==> src/rtl/simplecpu_pkg.sv <==
// Shared constants for the simple CPU: RAM geometry, UART frame shape and the
// read-back sequencer state encoding.
package simplecpu_pkg;

  localparam int ADDR_W = 4;
  localparam int DATA_W = 8;

  localparam logic FRAME_START_BIT = 1'b0;
  localparam logic FRAME_STOP_BIT  = 1'b1;
  localparam int   FRAME_DATA_BITS = 8;

  localparam logic [2:0] ST_IDLE  = 3'd0;
  localparam logic [2:0] ST_FETCH = 3'd1;
  localparam logic [2:0] ST_WAIT  = 3'd2;
  localparam logic [2:0] ST_START = 3'd3;
  localparam logic [2:0] ST_DATA  = 3'd4;
  localparam logic [2:0] ST_STOP  = 3'd5;

endpackage

==> src/rtl/uart_tx_frame.sv <==
// One 8N1 frame serializer: start bit, DATA_W bits LSB first, stop bit.
// frame_done is high during the final cycle of the stop bit.
module uart_tx_frame
  import simplecpu_pkg::*;
#(
  parameter int CLKS_PER_BIT = 16,
  parameter int DATA_W       = 8
) (
  input  logic              clk,
  input  logic              srst,
  input  logic              load,
  input  logic [DATA_W-1:0] data,
  output logic              tx,
  output logic              frame_done
);

  localparam int CW = (CLKS_PER_BIT > 1) ? $clog2(CLKS_PER_BIT) : 1;
  localparam int BW = (DATA_W > 1) ? $clog2(DATA_W) : 1;
  localparam logic [CW-1:0] BAUD_LAST = CW'(CLKS_PER_BIT - 1);
  localparam logic [BW-1:0] BIT_LAST  = BW'(DATA_W - 1);

  logic [2:0]        phase_q, phase_d;
  logic [CW-1:0]     baud_q, baud_d;
  logic [BW-1:0]     bit_q, bit_d;
  logic [DATA_W-1:0] shift_q, shift_d;
  logic              tx_q, tx_d;
  logic              tick;

  assign tick       = (baud_q == BAUD_LAST);
  assign frame_done = (phase_q == ST_STOP) && tick;
  assign tx         = tx_q;

  always_comb begin
    phase_d = phase_q;
    baud_d  = baud_q;
    bit_d   = bit_q;
    shift_d = shift_q;
    tx_d    = tx_q;
    if (load) begin
      phase_d = ST_START;
      baud_d  = '0;
      bit_d   = '0;
      shift_d = data;
      tx_d    = FRAME_START_BIT;
    end else if (phase_q != ST_IDLE) begin
      baud_d = tick ? '0 : baud_q + 1'b1;
      if (tick) begin
        case (phase_q)
          ST_START: begin
            phase_d = ST_DATA;
            tx_d    = shift_q[0];
            shift_d = shift_q >> 1;
          end
          ST_DATA: begin
            if (bit_q == BIT_LAST) begin
              phase_d = ST_STOP;
              tx_d    = FRAME_STOP_BIT;
            end else begin
              bit_d   = bit_q + 1'b1;
              tx_d    = shift_q[0];
              shift_d = shift_q >> 1;
            end
          end
          default: phase_d = ST_IDLE;
        endcase
      end
    end
  end

  always_ff @(posedge clk) begin
    if (srst) begin
      phase_q <= ST_IDLE;
      baud_q  <= '0;
      bit_q   <= '0;
      shift_q <= '0;
      tx_q    <= FRAME_STOP_BIT;
    end else begin
      phase_q <= phase_d;
      baud_q  <= baud_d;
      bit_q   <= bit_d;
      shift_q <= shift_d;
      tx_q    <= tx_d;
    end
  end

endmodule

==> src/rtl/ram_dump_tx.sv <==
// Program RAM read-back: walks a wrap-around address range, fetches each byte
// and sends it out as a UART 8N1 frame.
module ram_dump_tx
  import simplecpu_pkg::*;
#(
  parameter int CLKS_PER_BIT = 16,
  parameter int ADDR_W       = simplecpu_pkg::ADDR_W,
  parameter int DATA_W       = simplecpu_pkg::DATA_W
) (
  input  logic              wb_clk_i,
  input  logic              wb_rst_i,
  input  logic              start_i,
  input  logic [ADDR_W-1:0] first_addr_i,
  input  logic [ADDR_W-1:0] last_addr_i,
  output logic              mem_rd_o,
  output logic [ADDR_W-1:0] mem_addr_o,
  input  logic [DATA_W-1:0] mem_data_i,
  output logic              tx_o,
  output logic              busy_o,
  output logic              done_o,
  output logic [4:0]        byte_cnt_o
);

  logic [2:0]        state_q, state_d;
  logic [ADDR_W-1:0] addr_q, addr_d;
  logic [ADDR_W-1:0] last_q, last_d;
  logic [4:0]        cnt_q, cnt_d;
  logic              busy_q, busy_d;
  logic              done_q, done_d;
  logic              rd_q, rd_d;
  logic              frame_done;

  // The serializer owns the START/DATA/STOP bit timing; the sequencer parks in
  // ST_START until it reports the end of the stop bit.
  uart_tx_frame #(
    .CLKS_PER_BIT(CLKS_PER_BIT),
    .DATA_W      (DATA_W)
  ) u_frame (
    .clk       (wb_clk_i),
    .srst      (wb_rst_i),
    .load      (state_q == ST_WAIT),
    .data      (mem_data_i),
    .tx        (tx_o),
    .frame_done(frame_done)
  );

  always_comb begin
    state_d = state_q;
    addr_d  = addr_q;
    last_d  = last_q;
    cnt_d   = cnt_q;
    busy_d  = busy_q;
    done_d  = 1'b0;
    rd_d    = 1'b0;
    case (state_q)
      ST_IDLE: begin
        if (start_i) begin
          addr_d  = first_addr_i;
          last_d  = last_addr_i;
          cnt_d   = '0;
          busy_d  = 1'b1;
          rd_d    = 1'b1;
          state_d = ST_FETCH;
        end
      end
      ST_FETCH: state_d = ST_WAIT;
      ST_WAIT:  state_d = ST_START;
      ST_START: begin
        if (frame_done) begin
          cnt_d = cnt_q + 1'b1;
          if (addr_q == last_q) begin
            busy_d  = 1'b0;
            done_d  = 1'b1;
            state_d = ST_IDLE;
          end else begin
            addr_d  = addr_q + 1'b1;
            rd_d    = 1'b1;
            state_d = ST_FETCH;
          end
        end
      end
      default: state_d = ST_IDLE;
    endcase
  end

  always_ff @(posedge wb_clk_i) begin
    if (wb_rst_i) begin
      state_q <= ST_IDLE;
      addr_q  <= '0;
      last_q  <= '0;
      cnt_q   <= '0;
      busy_q  <= 1'b0;
      done_q  <= 1'b0;
      rd_q    <= 1'b0;
    end else begin
      state_q <= state_d;
      addr_q  <= addr_d;
      last_q  <= last_d;
      cnt_q   <= cnt_d;
      busy_q  <= busy_d;
      done_q  <= done_d;
      rd_q    <= rd_d;
    end
  end

  assign mem_rd_o   = rd_q;
  assign mem_addr_o = addr_q;
  assign busy_o     = busy_q;
  assign done_o     = done_q;
  assign byte_cnt_o = cnt_q;

endmodule
==> config.mk <==
export PLATFORM = sky130hd
export DESIGN_NAME = ram_dump_tx
export DESIGN_NICKNAME = d
export VERILOG_FILES = /design/src/rtl/simplecpu_pkg.sv /design/src/rtl/uart_tx_frame.sv /design/src/rtl/ram_dump_tx.sv
export SDC_FILE = /design/constraint.sdc
export NUM_CORES = 1
export LEC_CHECK = 0
export ABC_AREA = 1
export ABC_CLOCK_PERIOD_IN_PS = 1900
export CORE_UTILIZATION = 50
export CTS_CLUSTER_SIZE = 14
export DETAILED_ROUTE_END_ITERATION = 10
export PLACE_DENSITY = 0.84
export SYNTH_ARGS = -nofsm -noshare
export SYNTH_HDL_FRONTEND = slang
export SYNTH_SLANG_ARGS = --single-unit
export TNS_END_PERCENT = 1
==> constraint.sdc <==
create_clock -name wb_clk_i -period 1.9 [get_ports wb_clk_i]
set_input_delay 0.38 -clock wb_clk_i [delete_from_list [all_inputs] [get_ports wb_clk_i]]
set_output_delay 0.38 -clock wb_clk_i [all_outputs]
set_load 0.02 [all_outputs]
==> results.md <==
* Outcome: completed
* Clock transition at the registers of the reported paths at about 70 ps
* CP max stage cell: clkdlybuf4s50_1
* Peak per-stage delay on the critical path at about 660 ps
* Final hold vios at 0
* Crit path max-delay family: buffers and inverters
* Pre-antenna DRT Iters at 4
* EDFF count, synth at 0
* Sink Count at 37
* DR iter-0 viols at 73
* Drt drc at 0
* CP Capture Type: output port
* Skew final at 6.685 ps
* Avg Synthesized Cell Area at around 7.4 sq um
* Pin count of the biggest net entering global routing at 20
* CTS Buf Count at 5
* Quantity of gates resized following cts at 0
* H-tree depth at 2
* All-layer global routing usage at 20.31%
* Initial antenna violation count at 0
* Drt wl/cell at between 10 and 15 um
* Max Clk Rate at around 0.56 GHz
* Crit path DAT at approximately 1400 ps
* Port bufs at 31
* Initial Utilization at a little over half
* Synth area leaders: dfxtp_1 (38%), nand2_1 (11%), a21oi_1 (6.2%)
* WHS at about 460 ps
* Finish-stage setup viols at 0
* Yosys top cell by area: dfxtp_1
* Final ANT Viol Nets at 0
* Die W at 64.10 um
* Cts hold-fix bufs at 0
* First-pass GRT wire length at about 6500 um
* Max Slew Vio Count at 0
* Root buffer cell: clkbuf_8
* Drt total wl at between 3000 and 4000 um
* Cell area after placement at 0.002287 sq mm
* Crit-path max FO at 6
* DR vias/cell at about 5.0
* I/O pins at 32
* Vias at 1704
* Fin area at between 0.002 and 0.0025 sq mm
* Die Ht at about 64 um
* Pin slew with the least headroom to its limit at slightly above 700 ps
* Crit start category: register
* Final worst-path cycle share at a little over nine tenths
* Max-capacitance violation count at 0
* Sequential fraction of the synthesis area at about 38%
* GRT overflow at 0
* Setup CP Type: register to output port
* Area delta synth->final at 22.78%
* Post-synth ARST share at 0%
* Row count at 22
* Die Area at about 0.0041 sq mm
* Count leader, synth: nand2_1
* Pwr/cell area at between 1000 and 1500 mW/mm^2
* Fraction of layout cells with a size suffix above 1 at 10.20%
* N_diodes at 0
* Post-synthesis net count at between 200 and 300
* Critical path buffers and inverters at 1
* Lkg Pwr at roughly 0.001 uW
* Synth cell count leaders: nand2_1 (57), dfxtp_1 (37), inv_1 (27), nor2_1 (27), a21oi_1 (24)
* Crit path required time at ~1500 ps
* Number of global-route vias before repair at 1541
* Sum Neg Setup Slack at 0 ps
* Library cells used by synthesis at 32
* Hpwl dp at about 2700 um
* Synth Flop Type: dfxtp_1
* VDD IR max at approximately 0.68 mV
* Worst relative slew slack at between 50% and 60%
* Cells after Synth at roughly 260
* CTS tree: built
* Final nets at 320
* Hold crit path type: register to register
* Crit-path cells: clkdlybuf4s50_1
* Netlist Area Pre-Place at about 0.0019 sq mm
* Yosys top cell area share at about two fifths
* RSZ-0062 raised after global routing: no
* Setup bufs post-CTS at 0
* Fin crit period at ~1800 ps
* Yosys warning count at 0
* Clock Path Buffers at 2
* Placer Congestion at around 0.85
* Core ar. at roughly 0.0037 sq mm
* Seq cells post-synth at 37
* Clk_lat worst skew at roughly 290 ps
[sequential cells by signal, indices dropped and copies added, names as in the netlist]
| register | count |
|---|---|
| u_frame.tx | 1 |
| u_frame.shift_q | 8 |
| u_frame.bit_q | 3 |
| u_frame.baud_q | 4 |
| mem_addr_o | 4 |
| byte_cnt_o | 5 |
| u_frame.phase_q | 3 |
| busy_o | 1 |
| state_q | 2 |
| mem_rd_o | 1 |
| done_o | 1 |
| last_q | 4 |
[cell families (layout without fill, tap and decap cells)]
family,count (synthesis),count (layout),synth area share (%)
AOI/OAI and AO/OA,48,48,13.63
xor gates and xnor gates,6,6,2.725
adders and majority gates,8,8,5.192
buffers and inverters,34,69,6.813
DFF,37,37,38.42
muxes,6,6,3.439
and+or+nand+nor,120,120,29.79
[report_power, final]
part           switching [uW]  internal [uW]  leakage, uW
clock network             263            261    0.0000395
logic                     812            577     0.000661
registers                 159            940     0.000302
[per-layer routing]
layer | routed length, um | track usage [%] | vias to the layer above
met4 | 39 | 6.111 | 0
met3 | 164 | 5.000 | 5
met2 | 1793 | 36.04 | 38
met5 | 0 | 0 | -
met1 | 1731 | 23.98 | 746
li1 | - | - | 915
[area by class of cell]
cell class                 count  area (sq um)
timing repair buffer          33         325.3
multi-input combinational    188          1056
sequential                    37         740.7
fill                         339          1321
inverter                      28         105.1
clock buffer                   8         80.08
tap                           48         60.06
[metrics by stage]
stage	power, uW	utilization (%)	std cells	setup slack, ps
2_1_floorplan	2120	-	259	468.3
3_3_place_gp	2451	62.01	334	240.1
3_5_place_dp	2508	62.01	334	194.9
4_1_cts	3035	64.18	342	86.72
5_1_grt	3275	64.18	342	11.99
6_report	3011	64.18	342	100.7
[placed cells by master (no fill, tap or decap), types with 2 or more instances in the layout]
cell,Yosys,layout
o21ai_0,17,17
nand2_2,4,4
dfxtp_1,37,37
nor2_2,2,2
a21oi_1,24,24
nor2_1,27,27
inv_1,27,27
nand3_2,2,2
a211oi_1,2,2
nor2_4,4,4
nor4_1,2,2
clkdlybuf4s50_1,0,31
nand3_1,12,12
buf_4,0,2
and3_1,2,2
ha_1,8,8
mux2_2,5,5
xor2_1,6,6
nand2_1,57,57
nor3_1,3,3
clkbuf_8,0,5
clkbuf_1,3,3
[tightest hold or removal path, stage by stage (launching register included)]
cell,delay [ps]
dfxtp_1,310
nand2_1,60
a21oi_1,50
[worst paths after layout]
kind         slack, ps                from                 end  cells after the start
max                100       mem_addr_o[0]       mem_addr_o[0]                      1
min                460  u_frame.shift_q[7]  u_frame.shift_q[7]                      2
max reg2reg        180          state_q[0]  u_frame.shift_q[4]                      5
min reg2reg        460  u_frame.shift_q[7]  u_frame.shift_q[7]                      2
(Power assumes the default switching activity.)
